### src/rtl/ped_crossing_ctrl.sv
// Pedestrian crossing controller placed downstream of traffic_light.
// Grants WALK only on a vehicle red rise with a latched (or simultaneous) request,
// then runs a clearance countdown. Watches the vehicle lamps for a non-one-hot
// code and latches a sticky fault.
// Build option: define PED_FLASH_EN to flash dont_walk during clearance.
module ped_crossing_ctrl #(
    parameter int unsigned WALK_CYCLES  = 6,
    parameter int unsigned CLEAR_CYCLES = 4,
    parameter int unsigned CNT_W        = 4
) (
    input  logic             clk,
    input  logic             reset,
    input  logic             red,
    input  logic             yellow,
    input  logic             green,
    input  logic             ped_button,
    output logic             walk,
    output logic             dont_walk,
    output logic             req_pending,
    output logic [CNT_W-1:0] countdown,
    output logic             fault
);

    localparam logic [1:0] StIdle  = 2'd0;
    localparam logic [1:0] StWalk  = 2'd1;
    localparam logic [1:0] StClear = 2'd2;
    localparam logic [1:0] StFault = 2'd3;

    localparam logic [CNT_W-1:0] WalkLoad  = CNT_W'(WALK_CYCLES - 1);
    localparam logic [CNT_W-1:0] ClearLoad = CNT_W'(CLEAR_CYCLES - 1);

    logic [1:0]       state_q, state_d;
    logic [CNT_W-1:0] cnt_q, cnt_d;
    logic             red_q;
    logic             bad_q;
    logic             bad;
    logic             red_rise;
    logic             req_d;
    logic             walk_d;
    logic             dont_walk_d;
    logic [CNT_W-1:0] countdown_d;
    logic             fault_d;

    // Next-state, request latch and registered-output precomputation
    always_comb begin
        bad      = !(({red, yellow, green} == 3'b100) ||
                     ({red, yellow, green} == 3'b010) ||
                     ({red, yellow, green} == 3'b001));
        red_rise = red & ~red_q;
        state_d  = state_q;
        cnt_d    = cnt_q;
        req_d    = req_pending;

        // Two consecutive bad samples win over every other transition
        if (state_q != StFault && bad && bad_q) begin
            state_d = StFault;
            cnt_d   = '0;
        end else begin
            case (state_q)
                StIdle: begin
                    if (red_rise && (req_pending || ped_button)) begin
                        state_d = StWalk;
                        cnt_d   = WalkLoad;
                        req_d   = 1'b0;
                    end else if (ped_button) begin
                        req_d = 1'b1;
                    end
                end
                StWalk: begin
                    if (!red) begin
                        state_d = StIdle;
                        cnt_d   = '0;
                    end else if (cnt_q == '0) begin
                        state_d = StClear;
                        cnt_d   = ClearLoad;
                    end else begin
                        cnt_d = cnt_q - 1'b1;
                    end
                end
                StClear: begin
                    if (ped_button) req_d = 1'b1;
                    if (!red || cnt_q == '0) begin
                        state_d = StIdle;
                        cnt_d   = '0;
                    end else begin
                        cnt_d = cnt_q - 1'b1;
                    end
                end
                default: begin
                    // Fault is left only through reset; request is frozen
                    state_d = StFault;
                end
            endcase
        end

        walk_d      = (state_d == StWalk);
        fault_d     = (state_d == StFault);
        countdown_d = (state_d == StClear) ? cnt_d + 1'b1 : '0;
`ifdef PED_FLASH_EN
        // Steady on the first clearance cycle, then alternate
        if (state_d == StClear && state_q == StClear) begin
            dont_walk_d = ~dont_walk;
        end else begin
            dont_walk_d = (state_d != StWalk);
        end
`else
        dont_walk_d = (state_d != StWalk);
`endif
    end

    // State, counter, lamp history and registered outputs
    always_ff @(posedge clk) begin
        if (reset) begin
            state_q     <= StIdle;
            cnt_q       <= '0;
            red_q       <= 1'b1;
            bad_q       <= 1'b0;
            walk        <= 1'b0;
            dont_walk   <= 1'b1;
            req_pending <= 1'b0;
            countdown   <= '0;
            fault       <= 1'b0;
        end else begin
            state_q     <= state_d;
            cnt_q       <= cnt_d;
            red_q       <= red;
            bad_q       <= bad;
            walk        <= walk_d;
            dont_walk   <= dont_walk_d;
            req_pending <= req_d;
            countdown   <= countdown_d;
            fault       <= fault_d;
        end
    end

endmodule

### config.mk
export PLATFORM = sky130hd
export DESIGN_NAME = ped_crossing_ctrl
export DESIGN_NICKNAME = d
export VERILOG_FILES = /design/src/rtl/ped_crossing_ctrl.sv
export SDC_FILE = /design/constraint.sdc
export NUM_CORES = 1
export LEC_CHECK = 0
export CAP_MARGIN = 20
export CORE_UTILIZATION = 45
export CTS_BUF_LIST = sky130_fd_sc_hd__clkbuf_8
export DETAILED_ROUTE_END_ITERATION = 10
export MAX_ROUTING_LAYER = met4
export PLACE_DENSITY = 0.69
export SYNTH_ARGS = -nofsm -noshare
export SYNTH_HDL_FRONTEND = slang
export SYNTH_SLANG_ARGS = --single-unit
### constraint.sdc
create_clock -name clk -period 2.19 [get_ports clk]
set_input_delay 0.219 -clock clk [delete_from_list [all_inputs] [get_ports clk]]
set_output_delay 0.219 -clock clk [all_outputs]
set_load 0.02 [all_outputs]
==> results of run 1 <==
-- through the flow --
| stage | setup TNS (ps) | setup slack, ps | utilization |
|---|---|---|---|
| 2_1_floorplan | 0 | 12.7 | - |
| 3_3_place_gp | -213 | -115 | 0.666 |
| 3_5_place_dp | -228 | -136 | 0.666 |
| 4_1_cts | 0 | 4.22 | 0.702 |
| 5_1_grt | 0 | 9.64 | 0.704 |
| 6_report | 0 | 47.9 | 0.704 |
-- critical path, cell delays in order (launching register included) --
cell,delay (ps)
dfxtp_2,320
inv_2,70
ha_4,150
nor3b_4,240
o21ai_1,100
a32o_1,220
or2_4,230
or4_1,530
and3b_1,170
-- repair_timing --
item	4_1_cts	5_1_grt
pin swaps	1	6
resized for setup	5	3
setup buffers	0	0
hold endpoints to repair	0	0
endpoints found under the setup margin	1	1
-- cells in the final DEF, fill, tap and decap left out, types with 3 or more instances in the layout --
cell,n
inv_1,4
nor3_1,4
clkbuf_8,3
a21oi_1,5
dfxtp_1,14
clkdlybuf4s50_1,13
a31oi_1,3
buf_4,23
nor2_1,12
nand2_1,6
o21ai_0,6
-- power breakdown --
group,switching [mW],internal (mW)
combinational,0.139,0.154
sequential,0.0174,0.313
clock,0.0943,0.122
total,0.251,0.589
-- per-layer routing --
metal | share of wire | GRT usage | up-vias
li1 | - | - | 443
met2 | 0.46 | 0.378 | 29
met5 | 0 | - | -
met3 | 0.049 | 0.0588 | 8
met1 | 0.46 | 0.333 | 407
met4 | 0.029 | 0.112 | 0
-- layout make-up --
type	instances	area share
flip-flops and latches	16	0.257
repair buffers	36	0.241
inverters	6	0.0179
multi-input cells	77	0.426
well taps	25	0.0249
clock buffers	3	0.0329
-- registers in the layout (all words and copies together), names as in the netlist --
register     count
state_q          2
cnt_q            4
fault            1
walk             1
countdown        4
red_q            1
req_pending      1
bad_q            1
dont_walk        1
-- worst paths after layout --
path / startpoint / cells past startpoint / to
max: cnt_q[0]$_SDFF_PP0_ / 8 / countdown[3]$_SDFF_PP0_
min reg2reg: req_pending$_SDFFE_PP0P_ / 2 / req_pending$_SDFFE_PP0P_
max reg2reg: cnt_q[0]$_SDFF_PP0_ / 8 / countdown[3]$_SDFF_PP0_
min: req_pending$_SDFFE_PP0P_ / 2 / req_pending$_SDFFE_PP0P_
-- cell families (layout without fill, tap and decap cells) --
kind of cell	Yosys count	in the layout
and+or+nand+nor	41	41
buffers and inverters	10	45
AOI/OAI and AO/OA	29	29
muxes	2	2
xor gates and xnor gates	3	3
adders and majority gates	2	2
DFF	16	16
==> flow_summary.toml, run 1 <==
[timing]
grt_setup_unrepaired = "no"
setup_viol = 0
clock.fmax_mhz = 467
maxSlewHeadroom = 0.718
report.final.hold_viol_count = 0
post-route-period-util = 0.978
worst_pin_slew_ps = 423
finalCriticalPeriod_ps = 2140
maxSlewViolCount = 0
finClkSkew_ps = 4.24
whs_ps = 552

[synth]
async_flop_share = 0
syn-cell-area_sq_um = 888
synthAdderAreaFrac = 0.0282
yosysSeqAreaShare = 0.361
synth_cells = 103
syn_avg_cell_area_sq_um = 8.62
yosysMostFrequentCell = "dfxtp_1"
synth_compound_area_frac = 0.234
yosysUniqueCellTypes = 46
ys_top_cells_by_count = "dfxtp_1, nor2_1, inv_1, nand2_1, o21ai_0"
synth_top_area_cell = "dfxtp_1"
synth_top_area_share = 0.361
ys.flop_type = "dfxtp_1"
synth-seq-cells = 16
synth_top_family_by_area = "simple AND/OR/NAND/NOR gates"
synth_mux_area_frac = 0.0239
synth_edf_count = 0
yosys.area_share.simple = 0.259
syn-num-nets = 111
synthTopCellsByArea = "dfxtp_1, nor2_1, o21ai_0, a21oi_1, ha_1"
synthXorXnorAreaFrac = 0.0296
yosysWarnings = 0

[global_route]
overflow = 0
antenna_found_initial = 0
grt.total_usage = 0.258
grt_max_degree = 10
grt_pass1_vias = 797
grt_pass1_wl_um = 3690

[cts]
h-tree-depth = 1
cts_hold_buf = 0
clock_latency_ps = 250
cts_num_sinks = 16
clockBufferDepth = 2
numCtsBuffers = 3
clk_pin_slew_ps = 60
cts_tree = "done"
root_buffer = "clkbuf_8"

[cells_and_area]
design_area_sq_mm = 0.00125
register_area_sq_um = 323
fin_cells = 163
area_delta_synth_final_pct = 41.3
fill_cells = 142
n_antenna_cell = 0
final_layout_size_suffix_gt1_frac = 0.319
nets = 148
multi_input_area_sq_um = 534

[floorplanning]
die_area_sq_mm = 0.00216
rows = 15
initial_utilization = 0.498
die_h_um = 46.4
num_io_pins = 14
core-area_sq_mm = 0.00178
fp.dieW_um = 46.4

[drt]
postRouteAntennaNets = 0
vias_per_cell = 5.44
initialDrtViolationCount = 40
wire_per_inst_um = 14.1
totalWireLength_um = 2290
vias = 887
drc_errors = 0
drt_first_pass_iters = 4

[placed_design]
dp.cells = 160
port_buffers = 13
gp_congestion = 0.968
dp_hpwl_um = 1660
placed_area_sq_mm = 0.00119

[critical_path]
critPathKind = "reg2reg"
crit_path_max_fanout = 4
cp.required_ps = 2330
start_kind = "flip-flop"
cp-end-kind = "flip-flop"
reg2reg_slack_ps = 50
arrival_ps = 2290

[status]
status = "complete, no violations"

[hold_path]
min_path_type = "reg2reg"

[power]
ir_drop_v = 0.000562
power_uw = 840
leakage_nw = 0.522
powerDensity_mw_per_mm2 = 669

[flow_run]
maxCapViolCount = 0
Note: power is estimated with default switching activity, not from simulation.
==> run 2, diff against run 1 <==
--- a/config.mk
+++ b/config.mk
@@ -9,8 +9,9 @@
 export CORE_UTILIZATION = 45
 export CTS_BUF_LIST = sky130_fd_sc_hd__clkbuf_8
 export DETAILED_ROUTE_END_ITERATION = 10
+export DONT_BUFFER_PORTS = 1
 export MAX_ROUTING_LAYER = met4
-export PLACE_DENSITY = 0.69
+export PLACE_DENSITY = 0.66
 export SYNTH_ARGS = -nofsm -noshare
 export SYNTH_HDL_FRONTEND = slang
 export SYNTH_SLANG_ARGS = --single-unit
==> run 2 against run 1 <==
Die area stayed put; combinational power fell by 26%; sequential share of layout area increased by 5.4 points; register-to-register slack improved by 40 ps; cell area fell by 18%; final cell count is 16% lower.
==> flow_summary.toml, run 2 (synthesis gave the netlist of run 1 again) <==
[cts]
clock_latency_ps = 250
cts_num_sinks = 16
clockBufferDepth = 2
cts_post_setup_buffers_inserted = 0
h-tree-depth = 1
numCtsBuffers = 3
clk_pin_slew_ps = 60
cts_hold_buf = 0
cts_tree = "done"
root_buffer = "clkbuf_8"

[drt]
totalWireLength_um = 1840
drc_errors = 0
initialDrtViolationCount = 17
vias = 755
drt_first_pass_iters = 4
vias_per_cell = 5.51
wire_per_inst_um = 13.4
postRouteAntennaNets = 0

[power]
leakage_nw = 0.417
ir_drop_v = 0.000401
powerDensity_mw_per_mm2 = 783
power_uw = 810

[hold_path]
min_path_type = "in2reg"

[flow_run]
maxCapViolCount = 0

[timing]
finalCriticalPeriod_ps = 2100
whs_ps = 32.9
setup_viol = 0
finClkSkew_ps = 4.38
grt_setup_unrepaired = "no"
fin_ws_ps = 87.1
report.final.hold_viol_count = 0
post-route-period-util = 0.960
worst_pin_slew_ps = 621
maxSlewHeadroom = 0.586
clock.fmax_mhz = 476
maxSlewViolCount = 0

[floorplanning]
num_io_pins = 14
fp.dieW_um = 46.4
rows = 15
die_h_um = 46.4
initial_utilization = 0.498
die_area_sq_mm = 0.00216
core-area_sq_mm = 0.00178

[global_route]
antenna_found_initial = 0
grt_pass1_wl_um = 3130
grt_pass1_vias = 728
grt.total_usage = 0.218
grt-busiest-layer = "met2"
grt_max_degree = 15
grtUsageMet3 = 0.0784
overflow = 0
use_met2 = 0.317
use_met1 = 0.248

[critical_path]
cp.required_ps = 2340
arrival_ps = 2250
reg2reg_depth = 8
cp-end-kind = "flip-flop"
cp-endpoint = "countdown[3]$_SDFF_PP0_"
critPathKind = "reg2reg"
r2r_end = "countdown[3]$_SDFF_PP0_"
crit_start = "cnt_q[1]$_SDFF_PP0_"
reg2reg_slack_ps = 90
start_kind = "flip-flop"
r2r-start = "cnt_q[1]$_SDFF_PP0_"
crit_path_max_fanout = 5

[placed_design]
pre_cts_ws_ps = -13.8
dp_hpwl_um = 1370
port_buffers = 0
gp_congestion = 0.975

[cells_and_area]
final_cell_mix = "dfxtp_1, nor2_1, buf_4"
final_layout_size_suffix_gt1_frac = 0.268
final_common_cell = "dfxtp_1"
area_delta_synth_final_pct = 16.5
largestRegisters = "cnt_q (4), countdown (4), state_q (2)"
nets = 121
n_antenna_cell = 0

[status]
status = "complete, no violations"
==> run 2: cell types whose count changed in the layout (fill, tap and decap cells not counted), sizes merged <==
cell           before  now
buf                23    9
clkdlybuf4s50      13    0
clkbuf              3    4
==> run 2: per-layer routing <==
metal  up-vias  wire length, um
li1        388                -
met1       333              807
met2        29              873
met5         -                0
met4         0               39
met3         5              117
==> run 2: per-stage QoR <==
stage                     setup TNS [ps]   util  cells  area [sq um]
after CTS                              0  0.570    137          1020
after global placement                 0  0.534    133           952
after global routing                   0  0.580    137          1030
after detailed placement           -13.8  0.534    133           952
final                                  0  0.580    137          1030
after floorplan                        0      -    103           888
==> run 2: final cells by class <==
cell class | count | area [sq um]
fillers | 165 | 748
well taps | 25 | 31.3
clock buffers | 4 | 55.1
inverters | 6 | 22.5
repair buffers | 9 | 67.6
multi-input cells | 77 | 537
flip-flops and latches | 16 | 322
==> run 2: worst max-delay path, stage by stage (launching register included) <==
cell and delay [ps]:
dfxtp_2 320, inv_2 70, ha_4 160, or3b_1 370, a21oi_1 150, o21ai_0 90
o21a_2 150, or4_1 510, and3b_1 180
==> run 2: how the worst min path moves through the flow <==
stage                     startpoint                    end  cells past startpoint  slack (ps)
after CTS                      reset    cnt_q[2]$_SDFF_PP0_                      1          20
after floorplan                reset    cnt_q[0]$_SDFF_PP0_                      2         440
after global routing           reset    cnt_q[2]$_SDFF_PP0_                      1          10
final                          reset    cnt_q[2]$_SDFF_PP0_                      1          30
after detailed placement       reset  state_q[1]$_SDFF_PP0_                      1         290
after global placement         reset    cnt_q[2]$_SDFF_PP0_                      1         290
==> run 2: repair_timing <==
action	4_1_cts	5_1_grt
pin swaps	0	4
endpoints found under the setup margin	1	3
resized for setup	2	5
endpoints found under the hold margin	0	0
==> run 2: power by group <==
part | internal (mW) | switching (mW) | leakage [nW]
combinational | 0.108 | 0.109 | 0.257
clock | 0.159 | 0.0987 | 0.0288
sequential | 0.312 | 0.0228 | 0.131
